===== src/rtl/connect_n_engine.sv =====
`default_nettype none
// ============================================================================
// Module      : connect_n_engine
// Description : Parametrised Connect-N game core. Accepts column-drop
//               requests (rising edge of enable, active-low column select),
//               drops the mover's token into the lowest free cell, then walks
//               eight rays one cell per cycle from the placed cell to detect a
//               run of WIN_LEN. It reports the board, owners, column heights,
//               game status and the cells of any winning run.
// Ports       : clk, reset (async, active-high)
//               enable            - drop request, rising edge detected here
//               in_column         - active-low one-hot column select
//               out_gameboard     - occupancy, bit r*COLS+c, row 0 = bottom
//               out_players_cells - owner per cell (0 = P1, 1 = P2)
//               out_game_status   - 00 playing, 01 P1 won, 10 P2 won, 11 tie
//               current_state     - FSM state encoding
//               playerTurn        - 0 = P1 to move, 1 = P2 to move
//               column_heights    - HW-bit token count per column
//               busy              - high in PLACE/CHECK/RESULT
//               illegal           - one-cycle pulse on a rejected request
//               win_cells         - cells of the winning run(s)
// Revision    : 1.0 - initial release
// ============================================================================
module connect_n_engine #(
  parameter int COLS    = 4,
  parameter int ROWS    = 4,
  parameter int WIN_LEN = 4,
  parameter int HW      = $clog2(ROWS + 1)
) (
  input  logic                 clk,
  input  logic                 reset,
  input  logic                 enable,
  input  logic [COLS-1:0]      in_column,
  output logic [ROWS*COLS-1:0] out_gameboard,
  output logic [ROWS*COLS-1:0] out_players_cells,
  output logic [1:0]           out_game_status,
  output logic [2:0]           current_state,
  output logic                 playerTurn,
  output logic [COLS*HW-1:0]   column_heights,
  output logic                 busy,
  output logic                 illegal,
  output logic [ROWS*COLS-1:0] win_cells
);

  localparam int NCELL = ROWS * COLS;

  typedef enum logic [2:0] {
    S_IDLE   = 3'd0,
    S_PLACE  = 3'd1,
    S_CHECK  = 3'd2,
    S_RESULT = 3'd3,
    S_OVER   = 3'd4
  } state_t;

  // Signed coordinate wide enough for a ray stepping off either board edge.
  typedef logic signed [4:0] coord_t;

  state_t           r_state;
  logic             r_enable_q;
  logic [HW-1:0]    r_height [COLS];
  logic [2:0]       r_col;
  logic [2:0]       r_row;
  logic [2:0]       r_ray;
  logic [2:0]       r_step;
  coord_t           r_pos_c;
  coord_t           r_pos_r;
  logic             r_alive;
  logic [2:0]       r_cnt;
  logic [2:0]       r_first_cnt;
  logic [NCELL-1:0] r_mask;
  logic [NCELL-1:0] r_first_mask;
  logic             r_win;

  logic             w_req;
  logic [3:0]       w_nlow;
  logic [2:0]       w_pick;
  logic [HW-1:0]    w_pick_h;
  logic             w_valid;
  logic             w_full;
  logic [NCELL-1:0] w_place_mask;
  logic [NCELL-1:0] w_pos_mask;
  logic             w_hit;
  logic [2:0]       w_cnt_n;
  logic [NCELL-1:0] w_mask_n;
  logic [3:0]       w_total;
  logic             w_ray_end;

  // Ray order: (+1,0) (-1,0) (0,+1) (0,-1) (+1,+1) (-1,-1) (+1,-1) (-1,+1).
  // Even/odd rays form the opposite halves of one direction.
  function automatic coord_t ray_dc(input logic [2:0] ray);
    case (ray)
      3'd0, 3'd4, 3'd6: ray_dc = 5'sd1;
      3'd1, 3'd5, 3'd7: ray_dc = -5'sd1;
      default:          ray_dc = 5'sd0;
    endcase
  endfunction

  function automatic coord_t ray_dr(input logic [2:0] ray);
    case (ray)
      3'd2, 3'd4, 3'd7: ray_dr = 5'sd1;
      3'd3, 3'd5, 3'd6: ray_dr = -5'sd1;
      default:          ray_dr = 5'sd0;
    endcase
  endfunction

  assign w_req         = enable & ~r_enable_q;
  assign current_state = r_state;

  for (genvar c = 0; c < COLS; c++) begin : g_heights
    assign column_heights[c*HW +: HW] = r_height[c];
  end

  // Request decode: count low select bits and find the selected column.
  always_comb begin
    w_nlow   = '0;
    w_pick   = '0;
    w_pick_h = '0;
    w_full   = 1'b1;
    for (int c = 0; c < COLS; c++) begin
      if (!in_column[c]) begin
        w_nlow = w_nlow + 4'd1;
        w_pick = 3'(c);
      end
    end
    for (int c = 0; c < COLS; c++) begin
      if (w_pick == 3'(c)) w_pick_h = r_height[c];
      if (r_height[c] != HW'(ROWS)) w_full = 1'b0;
    end
    w_valid = (w_nlow == 4'd1) && (w_pick_h < HW'(ROWS));
  end

  // One-hot cell vectors for the placed cell and the current ray position.
  // An off-board ray position matches no cell, so it reads as a miss.
  always_comb begin
    w_place_mask = '0;
    w_pos_mask   = '0;
    for (int r = 0; r < ROWS; r++) begin
      for (int c = 0; c < COLS; c++) begin
        if (r_row == 3'(r) && r_col == 3'(c)) w_place_mask[r*COLS+c] = 1'b1;
        if (r_pos_r == coord_t'(r) && r_pos_c == coord_t'(c)) w_pos_mask[r*COLS+c] = 1'b1;
      end
    end
    w_hit = r_alive &&
            (|(w_pos_mask & out_gameboard & ~(out_players_cells ^ {NCELL{playerTurn}})));
    w_cnt_n   = r_cnt + {2'b00, w_hit};
    w_mask_n  = r_mask | (w_hit ? w_pos_mask : '0);
    w_total   = 4'd1 + {1'b0, r_first_cnt} + {1'b0, w_cnt_n};
    w_ray_end = (r_step == 3'(WIN_LEN - 2));
  end

  always_ff @(posedge clk or posedge reset) begin
    if (reset) begin
      r_state           <= S_IDLE;
      r_enable_q        <= 1'b0;
      r_col             <= '0;
      r_row             <= '0;
      r_ray             <= '0;
      r_step            <= '0;
      r_pos_c           <= '0;
      r_pos_r           <= '0;
      r_alive           <= 1'b0;
      r_cnt             <= '0;
      r_first_cnt       <= '0;
      r_mask            <= '0;
      r_first_mask      <= '0;
      r_win             <= 1'b0;
      out_gameboard     <= '0;
      out_players_cells <= '0;
      out_game_status   <= 2'b00;
      playerTurn        <= 1'b0;
      busy              <= 1'b0;
      illegal           <= 1'b0;
      win_cells         <= '0;
      for (int c = 0; c < COLS; c++) r_height[c] <= '0;
    end else begin
      r_enable_q <= enable;
      illegal    <= 1'b0;
      case (r_state)
        S_IDLE: begin
          if (w_req) begin
            if (w_valid) begin
              r_col   <= w_pick;
              r_row   <= 3'(w_pick_h);
              busy    <= 1'b1;
              r_state <= S_PLACE;
            end else begin
              illegal <= 1'b1;
            end
          end
        end

        S_PLACE: begin
          out_gameboard <= out_gameboard | w_place_mask;
          if (playerTurn) out_players_cells <= out_players_cells | w_place_mask;
          for (int c = 0; c < COLS; c++) begin
            if (r_col == 3'(c)) r_height[c] <= r_height[c] + 1'b1;
          end
          r_ray   <= 3'd0;
          r_step  <= 3'd0;
          r_alive <= 1'b1;
          r_cnt   <= '0;
          r_mask  <= '0;
          r_win   <= 1'b0;
          r_pos_c <= coord_t'(r_col) + ray_dc(3'd0);
          r_pos_r <= coord_t'(r_row) + ray_dr(3'd0);
          r_state <= S_CHECK;
        end

        S_CHECK: begin
          if (w_hit) begin
            r_pos_c <= r_pos_c + ray_dc(r_ray);
            r_pos_r <= r_pos_r + ray_dr(r_ray);
          end else begin
            r_alive <= 1'b0;
          end
          if (!w_ray_end) begin
            r_step <= r_step + 3'd1;
            r_cnt  <= w_cnt_n;
            r_mask <= w_mask_n;
          end else begin
            // First half of a direction is parked; the second half closes it.
            if (!r_ray[0]) begin
              r_first_cnt  <= w_cnt_n;
              r_first_mask <= w_mask_n;
            end else if (w_total >= 4'(WIN_LEN)) begin
              r_win     <= 1'b1;
              win_cells <= win_cells | r_first_mask | w_mask_n | w_place_mask;
            end
            r_step  <= 3'd0;
            r_cnt   <= '0;
            r_mask  <= '0;
            r_alive <= 1'b1;
            r_ray   <= r_ray + 3'd1;
            r_pos_c <= coord_t'(r_col) + ray_dc(r_ray + 3'd1);
            r_pos_r <= coord_t'(r_row) + ray_dr(r_ray + 3'd1);
            if (r_ray == 3'd7) r_state <= S_RESULT;
          end
        end

        S_RESULT: begin
          busy <= 1'b0;
          if (r_win) begin
            out_game_status <= playerTurn ? 2'b10 : 2'b01;
            r_state         <= S_OVER;
          end else if (w_full) begin
            out_game_status <= 2'b11;
            r_state         <= S_OVER;
          end else begin
            playerTurn <= ~playerTurn;
            r_state    <= S_IDLE;
          end
        end

        S_OVER: begin
          r_state <= S_OVER;
        end

        default: r_state <= S_IDLE;
      endcase
    end
  end

endmodule
`default_nettype wire


===== config.mk =====
export PLATFORM = sky130hd
export DESIGN_NAME = connect_n_engine
export DESIGN_NICKNAME = d
export VERILOG_FILES = /design/src/rtl/connect_n_engine.sv
export SDC_FILE = /design/constraint.sdc
export NUM_CORES = 1
export LEC_CHECK = 0
export BUFFER_PORTS_ARGS = -buffer_cell sky130_fd_sc_hd__buf_2
export CAP_MARGIN = 20
export CORE_ASPECT_RATIO = 1.25
export CORE_UTILIZATION = 54
export DETAILED_ROUTE_END_ITERATION = 12
export PLACE_DENSITY_LB_ADDON = 0.2
export SLEW_MARGIN = 10
export SYNTH_ARGS = -nofsm -noshare
export SYNTH_HDL_FRONTEND = slang
export SYNTH_SLANG_ARGS = --single-unit

===== constraint.sdc =====
create_clock -name clk -period 3.9 [get_ports clk]
set_input_delay 0.195 -clock clk [delete_from_list [all_inputs] [get_ports clk]]
set_output_delay 0.195 -clock clk [all_outputs]
set_load 0.03 [all_outputs]

==> results.toml <==
[run_status]
status = "finished, violations left"
violations = "negative hold slack"

[finish]
num_antenna_cells = 0
nFillCells = 1012
final_common_cell = "dfrtp_1"
area_growth_pct = 17.00
drive_gt1_frac = 0.1946
layout_common_cells = "dfrtp_1 (127), nor2_1 (74), buf_2 (74), nand2_1 (64), a21oi_1 (52)"
final_nets = 862

[setup_path]
crit_path_end_kind = "flip-flop"
critPathKind = "flip-flop to flip-flop"
worstPathArrival_ns = 4.05
reg2reg_depth = 14
cp_common_cell = "ha_1"
slowest_stage = "dfrtp_4"
start_kind = "flip-flop"
cp_cell_sequence = "xnor2_1, nand4_1, a41oi_2, or4_4, o21ai_4, inv_2, ha_1, ha_1, ha_1, o21ai_0, a2111oi_4, buf_4, nor2_1, a21oi_1"
r2r_slack_ns = 0.20
cp.required_ns = 4.25
r2r-end = "win_cells[3]"
cpPeakStageDelay_ns = 0.60
crit_fanout = 20
r2r_start = "playerTurn"

[drt]
routed_wl_mm = 20.04
drtPass1Iterations = 5
drc = 0
initialDrtViolationCount = 488
wl_per_cell_um = 20.24
vias = 6172
routed_via_density = 6.234
antenna_left = 0

[placement]
place_hpwl_mm = 13.76
io_buffers = 74
gp_congestion = 0.9174

[sta]
hold_slack_ns = -0.09780
finClkSkew_ns = 0.008963
rsz0062_at_grt = "false"
fmax_mhz = 270.1
post-route-period-util = 0.9493
setup_violations = 0
slew_headroom = 0.3507
drv_slew = 0
fin_crit_ns = 3.702
tightest_slew_ns = 0.9638
finalHoldViolations = 32

[clock_tree]
cts-root-buf = "clkbuf_16"
cts_tree = "done"
post_cts_buffers = 0
cts_max_path_buffers = 2
path_clk_slew_ns = 0.06
cts_buffers = 17
clk_latency_ns = 0.43
cts_htree_levels = 4
cts_sinks = 130

[global_routing]
met3_usage = 0.05010
grt_overflow = 0
grt_pass1_wl_mm = 32.00
grt.busiest_layer = "met2"
antenna_found_initial = 0
grt_max_degree = 131
grt_usage = 0.3066
grt_use_met1 = 0.3770
use_met2 = 0.5115
grt_pass1_vias = 6096

[synth]
synth_edf_count = 0
synth_fp_nets = 789
synth_warnings = 0
ys.flop_type = "dfrtp_1"
postSynthAreaPerCell_sq_um = 9.748
ys_types = 61
synth-async-reset-ratio = 1.000
syn_inst = 736
yosysTopAreaCell = "dfrtp_1"
synth_top_area_share = 0.4534
synth-seq-cells = 130
syn_area_sq_mm = 0.007174
ys_seq_area_frac = 0.4534
synth_area_leaders = "dfrtp_1 (45%), ha_1 (7.3%), nor2_1 (3.9%), xnor2_1 (3.7%), a21oi_1 (3.6%)"

[hold_path]
hold_class = "input pin to asynchronous set/reset pin"

[die]
die_h_um = 130.9
ios = 75
die_x_um = 105.1
coreArea_sq_mm = 0.01283
core.rowCount = 46
dieArea_sq_mm = 0.01375
initial_core_util = 0.5590

[pwr]
p_leak_nw = 4.279
power_mw = 5.978
power_density_mw_per_mm2 = 712.2
peakVddDrop_mv = 0.4715

[run]
drv_cap = 0
Yosys cell counts (all sizes together) (11+ instances only):
master,number
a21oi,52
xnor2,30
a31o,16
dfrtp,130
a32o,16
nor3,12
inv,43
o21ai,46
a21o,29
ha,42
nor2,75
buf,11
nand2,64
nand4,14
clkbuf,28
kinds of logic (layout without fill, tap and decap cells):
family / after synthesis / in the layout / share of synthesized area
AOI/OAI and AO/OA: 214 / 214 / 0.2082
muxes: 12 / 12 / 0.01744
xor gates and xnor gates: 37 / 37 / 0.04517
DFF: 130 / 130 / 0.4534
buffers and inverters: 83 / 169 / 0.05022
adders and majority gates: 46 / 46 / 0.08441
and+or+nand+nor: 214 / 214 / 0.1411
worst max path at each step:
stage	from	endpoint	slack, ns	depth (start not counted)
final	playerTurn	win_cells[3]	0.20	14
after global routing	playerTurn	win_cells[9]	0.01	15
after CTS	r_pos_r[1]	win_cells[9]	0.16	15
after detailed placement	r_pos_r[1]	win_cells[5]	0.25	14
after global placement	r_pos_r[1]	win_cells[1]	0.34	14
after floorplan	playerTurn	win_cells[1]	-0.02	18
through the flow:
stage / setup slack [ns] / cells / utilization / area (sq um) / setup TNS (ns)
6_report: 0.1977 / 990 / 0.6540 / 8394 / 0
5_1_grt: 0.01059 / 990 / 0.6540 / 8394 / 0
4_1_cts: 0.1595 / 990 / 0.6522 / 8371 / 0
3_5_place_dp: 0.2466 / 957 / 0.6023 / 7730 / 0
3_3_place_gp: 0.3388 / 957 / 0.6023 / 7730 / 0
2_1_floorplan: -0.01512 / 736 / - / 7202 / -0.01512
metal layers:
layer,wire length [um],share of wire
met4,997,0.050
met5,0,0
met2,9726,0.49
met3,1079,0.054
met1,8232,0.41
critical path, delay by kind of cell, from the launching register on:
kind | cells | cell delay [ns]
compound gates | 5 | 1.00
xor+xnor | 1 | 0.17
fa+ha+maj | 3 | 0.76
buf+inv | 2 | 0.36
flops | 1 | 0.60
simple gates | 3 | 0.73
report_power, final:
| part | internal [mW] | switching [mW] |
|---|---|---|
| clock | 1.08 | 0.639 |
| sequential | 1.60 | 0.341 |
| combinational | 0.821 | 1.50 |
registers in the layout, summed over array words and instances (netlist names), 2 cells and up:
| name | cells |
|---|---|
| out_gameboard | 16 |
| r_col | 2 |
| r_step | 3 |
| out_players_cells | 16 |
| r_pos_c | 5 |
| r_cnt | 3 |
| r_ray | 3 |
| r_first_mask | 16 |
| out_game_status | 2 |
| current_state | 3 |
| win_cells | 16 |
| r_first_cnt | 3 |
| r_pos_r | 5 |
| column_heights | 12 |
| r_row | 3 |
| r_mask | 16 |
what timing repair did:
action | 4_1_cts | 5_1_grt
gates resized for setup | 0 | 6
hold buffers | 1 | 0
setup endpoints to repair | 0 | 17
hold endpoints to repair | 1 | 0
final cells by class:
cell class / count / area [sq um] / area share
well taps: 168 / 210.2 / 0.02504
clock inverters: 13 / 197.7 / 0.02355
multi-input cells: 523 / 3597 / 0.4285
inverters: 44 / 168.9 / 0.02012
flip-flops and latches: 130 / 3259 / 0.3883
repair buffers: 93 / 528.0 / 0.06290
clock buffers: 19 / 432.9 / 0.05157
No activity file was read; power rests on OpenSTA's default activity.
